==> src/rtl/pc_unit_if.sv <==
// pc_unit_if: control/fetch-side bundle of the program-counter unit.
// The master (control unit) drives the next-PC controls.
// The slave (pc_unit) returns the PC, the link value and the RAS status.
interface pc_unit_if #(
  parameter int unsigned WIDTH = 32
);
  logic             stall;
  logic             trap;
  logic [1:0]       jmp_sel;
  logic [WIDTH-1:0] ImmOp;
  logic [WIDTH-1:0] rs1_val;
  logic             ras_push;
  logic [WIDTH-1:0] pc_out;
  logic [WIDTH-1:0] pc_plus4;
  logic             misaligned;
  logic             ras_empty;
  logic             ras_full;

  modport master (
    output stall, trap, jmp_sel, ImmOp, rs1_val, ras_push,
    input  pc_out, pc_plus4, misaligned, ras_empty, ras_full
  );

  modport slave (
    input  stall, trap, jmp_sel, ImmOp, rs1_val, ras_push,
    output pc_out, pc_plus4, misaligned, ras_empty, ras_full
  );
endinterface

==> src/rtl/pc_unit.sv <==
// pc_unit: fetch program counter with four next-PC sources (sequential,
// PC-relative, register-indirect, return-address-stack pop), stall, trap
// redirection, target misalignment trapping and a circular RAS.
module pc_unit #(
  parameter int unsigned      WIDTH        = 32,
  parameter logic [WIDTH-1:0] RESET_VECTOR = WIDTH'(32'h0000_0000),
  parameter logic [WIDTH-1:0] TRAP_VECTOR  = WIDTH'(32'h0000_0100),
  parameter int unsigned      RAS_DEPTH    = 4
) (
  input logic        clk,
  input logic        rst,
  pc_unit_if.slave   bus
);

  // Pointer width; count needs one extra bit to represent "full".
  localparam int unsigned PW = (RAS_DEPTH > 1) ? $clog2(RAS_DEPTH) : 1;
  localparam int unsigned CW = PW + 1;

  localparam logic [WIDTH-1:0] C_FOUR      = WIDTH'(32'd4);
  localparam logic [WIDTH-1:0] C_ONE       = WIDTH'(32'd1);
  localparam logic [WIDTH-1:0] C_ZERO_W    = WIDTH'(32'd0);
  localparam logic [PW-1:0]    C_PTR_ONE   = PW'(32'd1);
  localparam logic [PW-1:0]    C_PTR_ZERO  = PW'(32'd0);
  localparam logic [CW-1:0]    C_CNT_ONE   = CW'(32'd1);
  localparam logic [CW-1:0]    C_CNT_ZERO  = CW'(32'd0);
  localparam logic [CW-1:0]    C_CNT_DEPTH = CW'(RAS_DEPTH);

  // Architectural state
  logic [WIDTH-1:0] r_pc;
  logic             r_mis;
  logic [PW-1:0]    r_top;
  logic [CW-1:0]    r_cnt;
  logic [WIDTH-1:0] r_ras [RAS_DEPTH];

  // Datapath
  logic [WIDTH-1:0] w_pc_plus4;
  logic [WIDTH-1:0] w_jump_sum;
  logic [WIDTH-1:0] w_target;
  logic             w_empty;
  logic             w_full;
  logic             w_misalign;

  // Next-state
  logic [WIDTH-1:0] w_pc_nxt;
  logic             w_mis_nxt;
  logic [PW-1:0]    w_top_nxt;
  logic [CW-1:0]    w_cnt_nxt;
  logic             w_wr_en;
  logic [PW-1:0]    w_wr_idx;
  logic             w_do_push;
  logic             w_do_pop;

  // Candidate target selection and alignment check for the current controls.
  always_comb begin
    w_pc_plus4 = r_pc + C_FOUR;
    w_jump_sum = bus.rs1_val + bus.ImmOp;
    w_empty    = (r_cnt == C_CNT_ZERO);
    w_full     = (r_cnt == C_CNT_DEPTH);
    case (bus.jmp_sel)
      2'b00:   w_target = w_pc_plus4;
      2'b01:   w_target = r_pc + bus.ImmOp;
      2'b10:   w_target = w_jump_sum & ~C_ONE;
      2'b11:   w_target = w_empty ? w_pc_plus4 : r_ras[r_top];
      default: w_target = w_pc_plus4;
    endcase
    // Sequential targets are aligned by construction and are not checked.
    if (bus.jmp_sel != 2'b00) begin
      w_misalign = (w_target[1:0] != 2'b00);
    end else begin
      w_misalign = 1'b0;
    end
  end

  // Next PC, pulse and RAS pointer/count under trap > stall > normal priority.
  always_comb begin
    w_pc_nxt  = r_pc;
    w_mis_nxt = r_mis;
    w_top_nxt = r_top;
    w_cnt_nxt = r_cnt;
    w_wr_en   = 1'b0;
    w_wr_idx  = r_top;
    w_do_push = 1'b0;
    w_do_pop  = 1'b0;
    if (bus.trap) begin
      w_pc_nxt  = TRAP_VECTOR;
      w_mis_nxt = 1'b0;
    end else if (bus.stall) begin
      w_pc_nxt  = r_pc;
      w_mis_nxt = r_mis;
    end else if (w_misalign) begin
      // Faulting redirect: no stack traffic at all.
      w_pc_nxt  = TRAP_VECTOR;
      w_mis_nxt = 1'b1;
    end else begin
      w_pc_nxt  = w_target;
      w_mis_nxt = 1'b0;
      w_do_push = bus.ras_push;
      w_do_pop  = (bus.jmp_sel == 2'b11) && !w_empty;
      if (w_do_push && w_do_pop) begin
        // Return and call together: replace the top in place.
        w_wr_en  = 1'b1;
        w_wr_idx = r_top;
      end else if (w_do_push) begin
        // When full the next slot is the oldest entry, so it is overwritten.
        w_wr_en   = 1'b1;
        w_wr_idx  = r_top + C_PTR_ONE;
        w_top_nxt = r_top + C_PTR_ONE;
        w_cnt_nxt = w_full ? r_cnt : (r_cnt + C_CNT_ONE);
      end else if (w_do_pop) begin
        w_top_nxt = r_top - C_PTR_ONE;
        w_cnt_nxt = r_cnt - C_CNT_ONE;
      end else begin
        w_wr_en = 1'b0;
      end
    end
  end

  // PC, misaligned pulse and RAS bookkeeping registers.
  always_ff @(posedge clk or negedge rst) begin
    if (!rst) begin
      r_pc  <= RESET_VECTOR;
      r_mis <= 1'b0;
      r_top <= C_PTR_ZERO;
      r_cnt <= C_CNT_ZERO;
    end else begin
      r_pc  <= w_pc_nxt;
      r_mis <= w_mis_nxt;
      r_top <= w_top_nxt;
      r_cnt <= w_cnt_nxt;
    end
  end

  // RAS storage; cleared on reset so no X can ever leak into the PC.
  always_ff @(posedge clk or negedge rst) begin
    if (!rst) begin
      for (int unsigned i = 0; i < RAS_DEPTH; i++) begin
        r_ras[i] <= C_ZERO_W;
      end
    end else if (w_wr_en) begin
      r_ras[w_wr_idx] <= w_pc_plus4;
    end else begin
      r_ras[w_wr_idx] <= r_ras[w_wr_idx];
    end
  end

  assign bus.pc_out     = r_pc;
  assign bus.pc_plus4   = w_pc_plus4;
  assign bus.misaligned = r_mis;
  assign bus.ras_empty  = w_empty;
  assign bus.ras_full   = w_full;

endmodule
==> src/flat_wrapper.sv <==
// flat-port wrapper written by rule: the top's interface ports become plain ports
module pc_unit_flat 
#(
  parameter int unsigned      WIDTH        = 32,
  parameter logic [WIDTH-1:0] RESET_VECTOR = WIDTH'(32'h0000_0000),
  parameter logic [WIDTH-1:0] TRAP_VECTOR  = WIDTH'(32'h0000_0100),
  parameter int unsigned      RAS_DEPTH    = 4
)
  (clk, rst, bus_stall, bus_trap, bus_jmp_sel, bus_ImmOp, bus_rs1_val, bus_ras_push, bus_pc_out, bus_pc_plus4, bus_misaligned, bus_ras_empty, bus_ras_full);
  pc_unit_if #(.WIDTH(WIDTH)) bus_i ();
  input logic clk;
  input logic rst;
  input wire logic [$bits(bus_i.stall)-1:0] bus_stall;
  input wire logic [$bits(bus_i.trap)-1:0] bus_trap;
  input wire logic [$bits(bus_i.jmp_sel)-1:0] bus_jmp_sel;
  input wire logic [$bits(bus_i.ImmOp)-1:0] bus_ImmOp;
  input wire logic [$bits(bus_i.rs1_val)-1:0] bus_rs1_val;
  input wire logic [$bits(bus_i.ras_push)-1:0] bus_ras_push;
  output wire logic [$bits(bus_i.pc_out)-1:0] bus_pc_out;
  output wire logic [$bits(bus_i.pc_plus4)-1:0] bus_pc_plus4;
  output wire logic [$bits(bus_i.misaligned)-1:0] bus_misaligned;
  output wire logic [$bits(bus_i.ras_empty)-1:0] bus_ras_empty;
  output wire logic [$bits(bus_i.ras_full)-1:0] bus_ras_full;
  assign bus_i.stall = bus_stall;
  assign bus_i.trap = bus_trap;
  assign bus_i.jmp_sel = bus_jmp_sel;
  assign bus_i.ImmOp = bus_ImmOp;
  assign bus_i.rs1_val = bus_rs1_val;
  assign bus_i.ras_push = bus_ras_push;
  assign bus_pc_out = bus_i.pc_out;
  assign bus_pc_plus4 = bus_i.pc_plus4;
  assign bus_misaligned = bus_i.misaligned;
  assign bus_ras_empty = bus_i.ras_empty;
  assign bus_ras_full = bus_i.ras_full;
  pc_unit #(.WIDTH(WIDTH), .RESET_VECTOR(RESET_VECTOR), .TRAP_VECTOR(TRAP_VECTOR), .RAS_DEPTH(RAS_DEPTH)) u_core (.clk(clk), .rst(rst), .bus(bus_i));
endmodule
==> config.mk <==
export PLATFORM = sky130hd
export DESIGN_NAME = pc_unit_flat
export DESIGN_NICKNAME = d
export VERILOG_FILES = /design/src/rtl/pc_unit_if.sv /design/src/rtl/pc_unit.sv /design/src/flat_wrapper.sv
export SDC_FILE = /design/constraint.sdc
export NUM_CORES = 1
export LEC_CHECK = 0
export BUFFER_PORTS_ARGS = -buffer_cell sky130_fd_sc_hd__buf_2
export CAP_MARGIN = 0
export CORE_ASPECT_RATIO = 1.1
export CORE_MARGIN = 3
export CORE_UTILIZATION = 35
export CTS_BUF_LIST = sky130_fd_sc_hd__clkbuf_2 sky130_fd_sc_hd__clkbuf_4 sky130_fd_sc_hd__clkbuf_8
export CTS_CLUSTER_DIAMETER = 60
export DETAILED_ROUTE_END_ITERATION = 10
export SLEW_MARGIN = 25
export SYNTH_ARGS = -nofsm -noshare
export SYNTH_HDL_FRONTEND = slang
export SYNTH_SLANG_ARGS = --single-unit
==> constraint.sdc <==
create_clock -name clk -period 4.6 [get_ports clk]
set_input_delay 0 -clock clk [delete_from_list [all_inputs] [get_ports clk]]
set_output_delay 0 -clock clk [all_outputs]
set_load 0.02 [all_outputs]
==> results of run 1 <==
per-layer routing:
metal	global-route usage, %	up-vias	wire length [um]
met4	8.90	0	1760
met2	34.9	366	21800
met3	2.87	75	1980
met5	0	-	0
met1	24.8	6114	19300
li1	-	5667	-
cell families after synthesis:
logic type      Yosys count
simple gates            340
compound gates          333
mux                     332
flops                   166
buf+inv                 113
xor+xnor                 77
fa+ha+maj                65
tightest hold or removal path, delay by kind of cell:
kind / cells / cell delay (ns)
buffers and inverters: 1 / 0.11
XOR/XNOR: 1 / 0.10
AO/OA/AOI/OAI: 1 / 0.12
adder cells (fa/ha/maj): 1 / 0.18
registers in the layout, summed over array words and instances (netlist names):
name                   cells
u_core.r_cnt               3
u_core.r_top               2
u_core.r_ras             128
u_core.bus.pc_out         32
u_core.bus.misaligned      1
where the power goes:
part           internal [mW]  total (mW)  switching [mW]  leakage [nW]
clock                  0.407       0.989           0.582         0.188
combinational           2.61        5.07            2.47          4.44
sequential              2.08        2.70           0.621          2.09
total                   5.09        8.76            3.67          6.73
area by class of cell:
cell class | instances | area [sq um]
multi-input cells | 1147 | 9900
fillers | 3998 | 24500
repair buffers | 172 | 1010
clock buffers | 19 | 262
well taps | 553 | 692
clock inverters | 13 | 93.8
inverters | 36 | 135
flip-flops and latches | 166 | 4160
path summary, 6_finish.rpt:
path                                                   from                                 to  slack, ns  depth (start not counted)
max                        u_core.bus.pc_out[0]$_DFFE_PN0P_      u_core.r_ras[102]$_DFFE_PN0P_       0.95                         10
min                                           bus_ImmOp[30]  u_core.bus.pc_out[30]$_DFFE_PN0P_       0.06                          4
max reg2reg                u_core.bus.pc_out[0]$_DFFE_PN0P_      u_core.r_ras[102]$_DFFE_PN0P_       0.95                         10
min reg2reg                     u_core.r_cnt[2]$_DFFE_PN0P_        u_core.r_cnt[2]$_DFFE_PN0P_       0.48                          1
max in group asynchronous                               rst  u_core.bus.pc_out[23]$_DFFE_PN0P_       3.31                          3
min in group asynchronous                               rst        u_core.r_ras[4]$_DFFE_PN0P_       0.14                          2
cell usage in the layout, fill, tap and decap left out, types with 33 or more instances in the layout:
cell	count
a21oi_1	75
buf_2	136
dfrtp_1	165
ha_1	62
inv_1	33
mux2_2	130
mux2i_1	133
mux4_2	68
nand2_1	82
nand3_1	38
nor2_1	93
o21ai_0	64
xnor2_1	49
metrics by stage:
step / power [mW] / instances
2_1_floorplan: 6.47 / 1426
3_3_place_gp: 7.61 / 2068
3_5_place_dp: 7.79 / 2068
4_1_cts: 8.80 / 2106
5_1_grt: 9.36 / 2106
6_report: 8.76 / 2106
cell usage after synthesis, types with 14 or more instances:
master	n	area, sq um
inv_1	33	124
a211oi_1	14	105
mux4_2	68	1530
xnor2_1	49	429
o21ai_0	64	320
nor2_1	94	353
mux2_2	130	1460
nor3_1	16	80.1
dfrtp_1	166	4150
nand2_1	82	308
clkbuf_1	38	143
nand4_1	17	106
o211ai_1	15	113
a21o_1	23	173
ha_1	62	776
mux2i_1	133	1330
nand2b_1	19	119
a21oi_2	31	272
nand3_1	38	190
a21oi_1	75	375
xor2_1	28	245
==> summary.txt, run 1 <==
STA
  • Final setup fails: 0
  • Post-route setup slack: 0.951 ns
  • WHS: 0.0640 ns
  • Crit path time final: 3.65 ns
  • Clock Skew: 0.0145 ns
  • Final Max Tran Viols: 0
  • Crit share post-route: 79.3%
  • Setup TNS: 0 ns
  • Max Freq: 274 MHz
  • Worst Tran Pin Value: 0.966 ns
  • RSZ-0062 raised after global routing: no
  • Worst slew margin: 35.4%
  • Final Hold Fails: 0

Placement
  • Port Buf Inserts: 137
  • Hpwl dp: 33600 um
  • DP Area: 15800 sq um
  • Routability cong.: 0.985
  • DP Worst Slack: 0.974 ns

Yosys
  • Synth Area in Simple Gates: 11.6%
  • Async SR Flop Fraction: 100%
  • Cell area after synthesis: 14700 sq um
  • YS warnings: 0
  • Post-synthesis sequential area ratio: 28.3%
  • Syn_nets: 1562
  • Syn Inst Count: 1426
  • Avg Cell Area, Syn: 10.3 sq um
  • Post-Synth Adder-Cell Area: 5.70%
  • Post-synthesis register bit count: 166
  • Post-synthesis mux area share: 29.7%
  • Post-synth EDFFs: 0
  • Dominant synthesized flop cell: dfrtp_1
  • Complex-gate fraction of the synthesized area: 15.8%
  • Largest family of logic cells by synthesized area: multiplexers
  • Synth Area in XOR/XNOR: 4.60%
  • Post-synthesis cell type count: 84

Global routing
  • Initial antenna violation count: 0
  • First-pass GRT wire length: 70300 um
  • Pin count of the biggest net entering global routing: 94
  • Number of global-route vias before repair: 12400
  • GR Overflow Total: 0
  • Total GRT Usage: 20.0%

Floorplanning
  • Number of I/O pins: 138
  • Initial core utilization: 36.0%
  • DIE HEIGHT: 221 um
  • Core ar.: 40800 sq um
  • Die Width: 201 um
  • # rows: 77
  • Die area: 44400 sq um

Job
  • Max-cap violations: 0

Final layout
  • Final Cell Area: 16200 sq um
  • Syn-to-layout area delta: 10.9%
  • Ratio of cells with drive above 1 in the final layout: 29.1%
  • Final #Nets: 1676
  • Final core utilization: 39.9%
  • ANT cells: 0

Clock tree
  • # clock sinks: 166
  • Setup bufs post-CTS: 0
  • CTS tree: yes
  • Post-CTS Resized: 0
  • Clock root buffer: clkbuf_8
  • Hold_buf cts: 6
  • Clk Latency, worst-skew pair: 0.49 ns
  • Max Root-Sink Buffers: 2
  • Total CTS buffers: 17
  • H-tree depth: 4
  • Worst-path clk slew: 0.09 ns

Drt
  • Final WL: 44900 um
  • Final ANT Viol Nets: 0
  • Via count: 12200
  • DR WL/cell: 21.3 um
  • Vias per cell: 5.80
  • First DRT Iteration DRCs: 865
  • Drt drc: 0
  • DRT Pass-1 Iters: 5

Worst setup path
  • Req. time, crit path: 4.97 ns
  • CP max stage delay: 0.51 ns
  • Crit-path max FO: 56
  • Worst EP arrival: 4.02 ns
  • Slowest stage cell, crit path: nand2_4
  • Crit. End Element: flop
  • Startpoint types: flop
  • CP delay by family, top: simple AND/OR/NAND/NOR gates
  • CP Class: flop to flop
  • WP buf/inv: 2
  • Cells along the critical path: ha_1, inv_1, fa_1, nor2b_1, o22ai_2, nor4_4, buf_12, nand3_1, nand2_4, mux2_2

Power and ir drop
  • Cell Pwr Density: 539 nW/um^2
  • Leakage: 6.73 nW
  • Worst IR Drop VDD: 0.407 mV

Hold path
  • Worst min-delay path class: input pin to flop

Outcome
  • Outcome: complete, no violations
(Power assumes the default switching activity.)
==> inputs of run 2 (changes only) <==
--- a/config.mk
+++ b/config.mk
@@ -5,6 +5,7 @@
 export SDC_FILE = /design/constraint.sdc
 export NUM_CORES = 1
 export LEC_CHECK = 0
+export ABC_AREA = 1
 export BUFFER_PORTS_ARGS = -buffer_cell sky130_fd_sc_hd__buf_2
 export CAP_MARGIN = 0
 export CORE_ASPECT_RATIO = 1.1
==> constraint.sdc (replaced) <==
create_clock -name clk -period 3.8 [get_ports clk]
set_input_delay 0 -clock clk [delete_from_list [all_inputs] [get_ports clk]]
set_output_delay 0 -clock clk [all_outputs]
set_load 0.02 [all_outputs]
==> run 2 against run 1 <==
  * Non-clock buffer count up 4
  * Cell area increased by 7.4%
  * Combinational power up 35%
  * Wire length rose by 38%
  * Count of clock-buffer cells in the layout unchanged
  * First-iteration DRC count grew 76%
  * Global-route usage rose by 5.3 points
  * Clock power is 43% higher
  * Sequential share of layout area shrank 1.8 points
  * Setup slack got worse by 0.79 ns
  * Synthesized area rose by 7.1%
  * Flip-flop and latch count is the same
==> summary.txt, run 2 <==
Yosys
  • Syn_nets: 2801 (+79%)
  • Avg Cell Area, Syn: 5.89 sq um (-43%)
  • Async SR Flop Fraction: 100% (unchanged)
  • Dominant synthesized flop cell: dfrtp_1
  • Synth top cells by count: nand2_1, nor2_1, inv_1
  • Synth top area share: 26.5% (-1.9 points)
  • Cell area after synthesis: 15700 sq um (+7.1%)
  • Area contributors post-synth: dfrtp_1, nand2_1, nor2_1, inv_1, nand3_1
  • YS warnings: 0 (unchanged)
  • Post-synthesis register bit count: 166 (unchanged)
  • Biggest area consumer among synthesized cells: dfrtp_1
  • Post-synthesis sequential area ratio: 26.5% (-1.9 points)
  • Most frequent cell after synthesis: nand2_1
  • Post-synthesis cell type count: 45 (-46%)
  • Syn Inst Count: 2665 (+87%)
  • Post-synth EDFFs: 0 (unchanged)

Global routing
  • Pin count of the biggest net entering global routing: 95 (+1.1%)
  • Number of global-route vias before repair: 17000 (+37%)
  • Initial antenna violation count: 1 (+1)
  • First-pass GRT wire length: 95400 um (+36%)
  • GR Overflow Total: 0 (unchanged)
  • Total GRT Usage: 25.4% (+5.3 points)

Floorplanning
  • Number of I/O pins: 138 (unchanged)
  • DIE HEIGHT: 228 um (+3.4%)
  • Die Width: 208 um (+3.4%)
  • Die area: 47400 sq um (+6.9%)
  • # rows: 80 (+3.9%)
  • Core ar.: 43800 sq um (+7.6%)
  • Initial core utilization: 35.8% (-0.16 points)

Final layout
  • Multi-input gate area: 9950 sq um (+0.52%)
  • Ratio of cells with drive above 1 in the final layout: 10.3% (-19 points)
  • Final Cell Area: 17400 sq um (+7.4%)
  • Syn-to-layout area delta: 11.2%
  • Commonest non-fill, non-tap cell in the layout: nand2_1
  • Sequential Area: 4160 sq um (about the same)
  • Final #Nets: 2898 (+73%)
  • Commonest non-fill, non-tap cells in the layout: nand2_1, nor2_1, inv_1
  • Non-filler cells, final: 3349 (+59%)
  • ANT cells: 0 (unchanged)
  • Fillers: 4842 (+21%)
  • Reg with most FFs: u_core.r_ras
  • Max reg flops: 128 (unchanged)

Worst setup path
  • Req. time, crit path: 4.21 ns (-0.76 ns)
  • Worst EP arrival: 4.04 ns (+0.02 ns)
  • Startpoint types: flop
  • Crit-path max FO: 7 (-88%)
  • CP Class: flop to flop
  • Crit. End Element: flop

Placement
  • DP Area: 16900 sq um (+7.1%)
  • DP Worst Slack: 0.303 ns (-0.671 ns)
  • Hpwl dp: 47500 um (+41%)
  • Post-Place Cells: 3310 (+60%)
  • Port Buf Inserts: 137 (unchanged)
  • Routability cong.: 0.927 (-5.9%)

Clock tree
  • Worst-path clk slew: 0.11 ns (+0.02 ns)
  • Setup bufs post-CTS: 0 (unchanged)
  • Clock root buffer: clkbuf_8
  • Clk Latency, worst-skew pair: 0.51 ns (+0.02 ns)
  • CTS tree: yes
  • Max Root-Sink Buffers: 2 (unchanged)
  • Total CTS buffers: 17 (unchanged)
  • # clock sinks: 166 (unchanged)
  • H-tree depth: 4 (unchanged)

Job
  • Max-cap violations: 0 (unchanged)

STA
  • Clock Skew: 0.0240 ns (+0.00953 ns)
  • Final Max Tran Viols: 0 (unchanged)
  • Final setup fails: 0 (unchanged)
  • Setup TNS: 0 ns (unchanged)
  • Max Freq: 275 MHz (+0.40%)
  • Post-route setup slack: 0.165 ns (-0.785 ns)
  • Worst slew margin: 36.6% (+1.2 points)
  • Final Hold Fails: 0 (unchanged)
  • RSZ-0062 raised after global routing: no
  • Crit path time final: 3.63 ns (-0.0145 ns)
  • Worst Tran Pin Value: 0.951 ns (-0.0146 ns)
  • Crit share post-route: 95.6% (+16 points)

Drt
  • Final ANT Viol Nets: 0 (unchanged)
  • Drt drc: 0 (unchanged)
  • Vias per cell: 5.25 (-9.5%)
  • DR WL/cell: 18.5 um (-13%)
  • Via count: 17600 (+44%)
  • First DRT Iteration DRCs: 1523 (+76%)
  • Final WL: 62000 um (+38%)
  • DRT Pass-1 Iters: 7 (+2)

Power and ir drop
  • Leakage: 9.71 nW (+44%)
  • Cell Pwr Density: 653 nW/um^2 (+21%)
  • Worst IR Drop VDD: 0.352 mV (-14%)

Outcome
  • Outcome: complete, no violations

Hold path
  • Worst min-delay path class: input pin to flop
run 2: power breakdown:
| part | switching (mW) | internal [mW] |
|---|---|---|
| combinational | 4.61 | 2.23 |
| clock | 0.741 | 0.673 |
| sequential | 0.591 | 2.54 |
| total | 5.94 | 5.45 |
run 2: kinds of logic after synthesis:
logic type / after synthesis / share of synthesized area [%]
xor gates and xnor gates: 17 / 0.949
DFF: 166 / 26.5
and+or+nand+nor: 1676 / 45.1
AOI/OAI and AO/OA: 346 / 11.9
buffers and inverters: 394 / 10.3
muxes: 1 / 0.0717
adders and majority gates: 65 / 5.33
run 2: final cells by class:
class | count | share of cell area [%]
clock buffer | 19 | 1.43
clock inverter | 13 | 0.983
sequential | 166 | 23.8
inverter | 296 | 6.40
multi-input combinational | 2105 | 57.0
tap | 574 | 4.12
timing repair buffer | 176 | 6.25
run 2: timing repair:
action / CTS / global route
endpoints found under the setup margin: 0 / 20
gates resized for setup: 0 / 2
endpoints found under the hold margin: 102 / 0
hold buffers: 7 / 0
run 2: final timing paths:
kind                                             startpoint                                end  slack [ns]  cells after the start
max                        u_core.bus.pc_out[6]$_DFFE_PN0P_  u_core.bus.pc_out[31]$_DFFE_PN0P_        0.17                     12
min                                          bus_jmp_sel[1]   u_core.bus.pc_out[5]$_DFFE_PN0P_        0.06                      5
max reg2reg                u_core.bus.pc_out[6]$_DFFE_PN0P_  u_core.bus.pc_out[31]$_DFFE_PN0P_        0.17                     12
min reg2reg                    u_core.r_ras[65]$_DFFE_PN0P_       u_core.r_ras[65]$_DFFE_PN0P_        0.48                      2
max in group asynchronous                               rst        u_core.r_top[0]$_DFFE_PN0P_        2.63                      3
min in group asynchronous                               rst  u_core.bus.pc_out[27]$_DFFE_PN0P_        0.19                      2
run 2: critical path, cell delays in order (launching register included):
cell and delay [ns]:
dfrtp_1 0.53, nand2_1 0.13, nor3_1 0.27, nand2_1 0.20, nor2_1 0.34, nand2_1 0.17
xor2_1 0.57, nand3_1 0.13, o21ai_0 0.33, nand3_1 0.15, dlygate4sd3_1 0.60, nand2_1 0.06
nand2_1 0.05
run 2: metrics by stage:
step | util, % | power [mW] | hold WS, ns
after floorplan | - | 8.08 | -0.296
after CTS | 39.8 | 11.4 | 0.0156
after detailed placement | 38.7 | 9.91 | 0.183
after global routing | 39.8 | 12.5 | 0.122
final | 39.8 | 11.4 | 0.0637
after global placement | 38.7 | 9.77 | 0.178
run 2: routing by layer:
metal / global-route usage [%] / part of all wire, % / vias to the layer above
met1: 30.9 / 42 / 8200
li1: - / - / 8673
met2: 44.3 / 48 / 581
met3: 3.28 / 5.1 / 127
met4: 12.2 / 4.8 / 2
met5: 0 / 0.027 / -
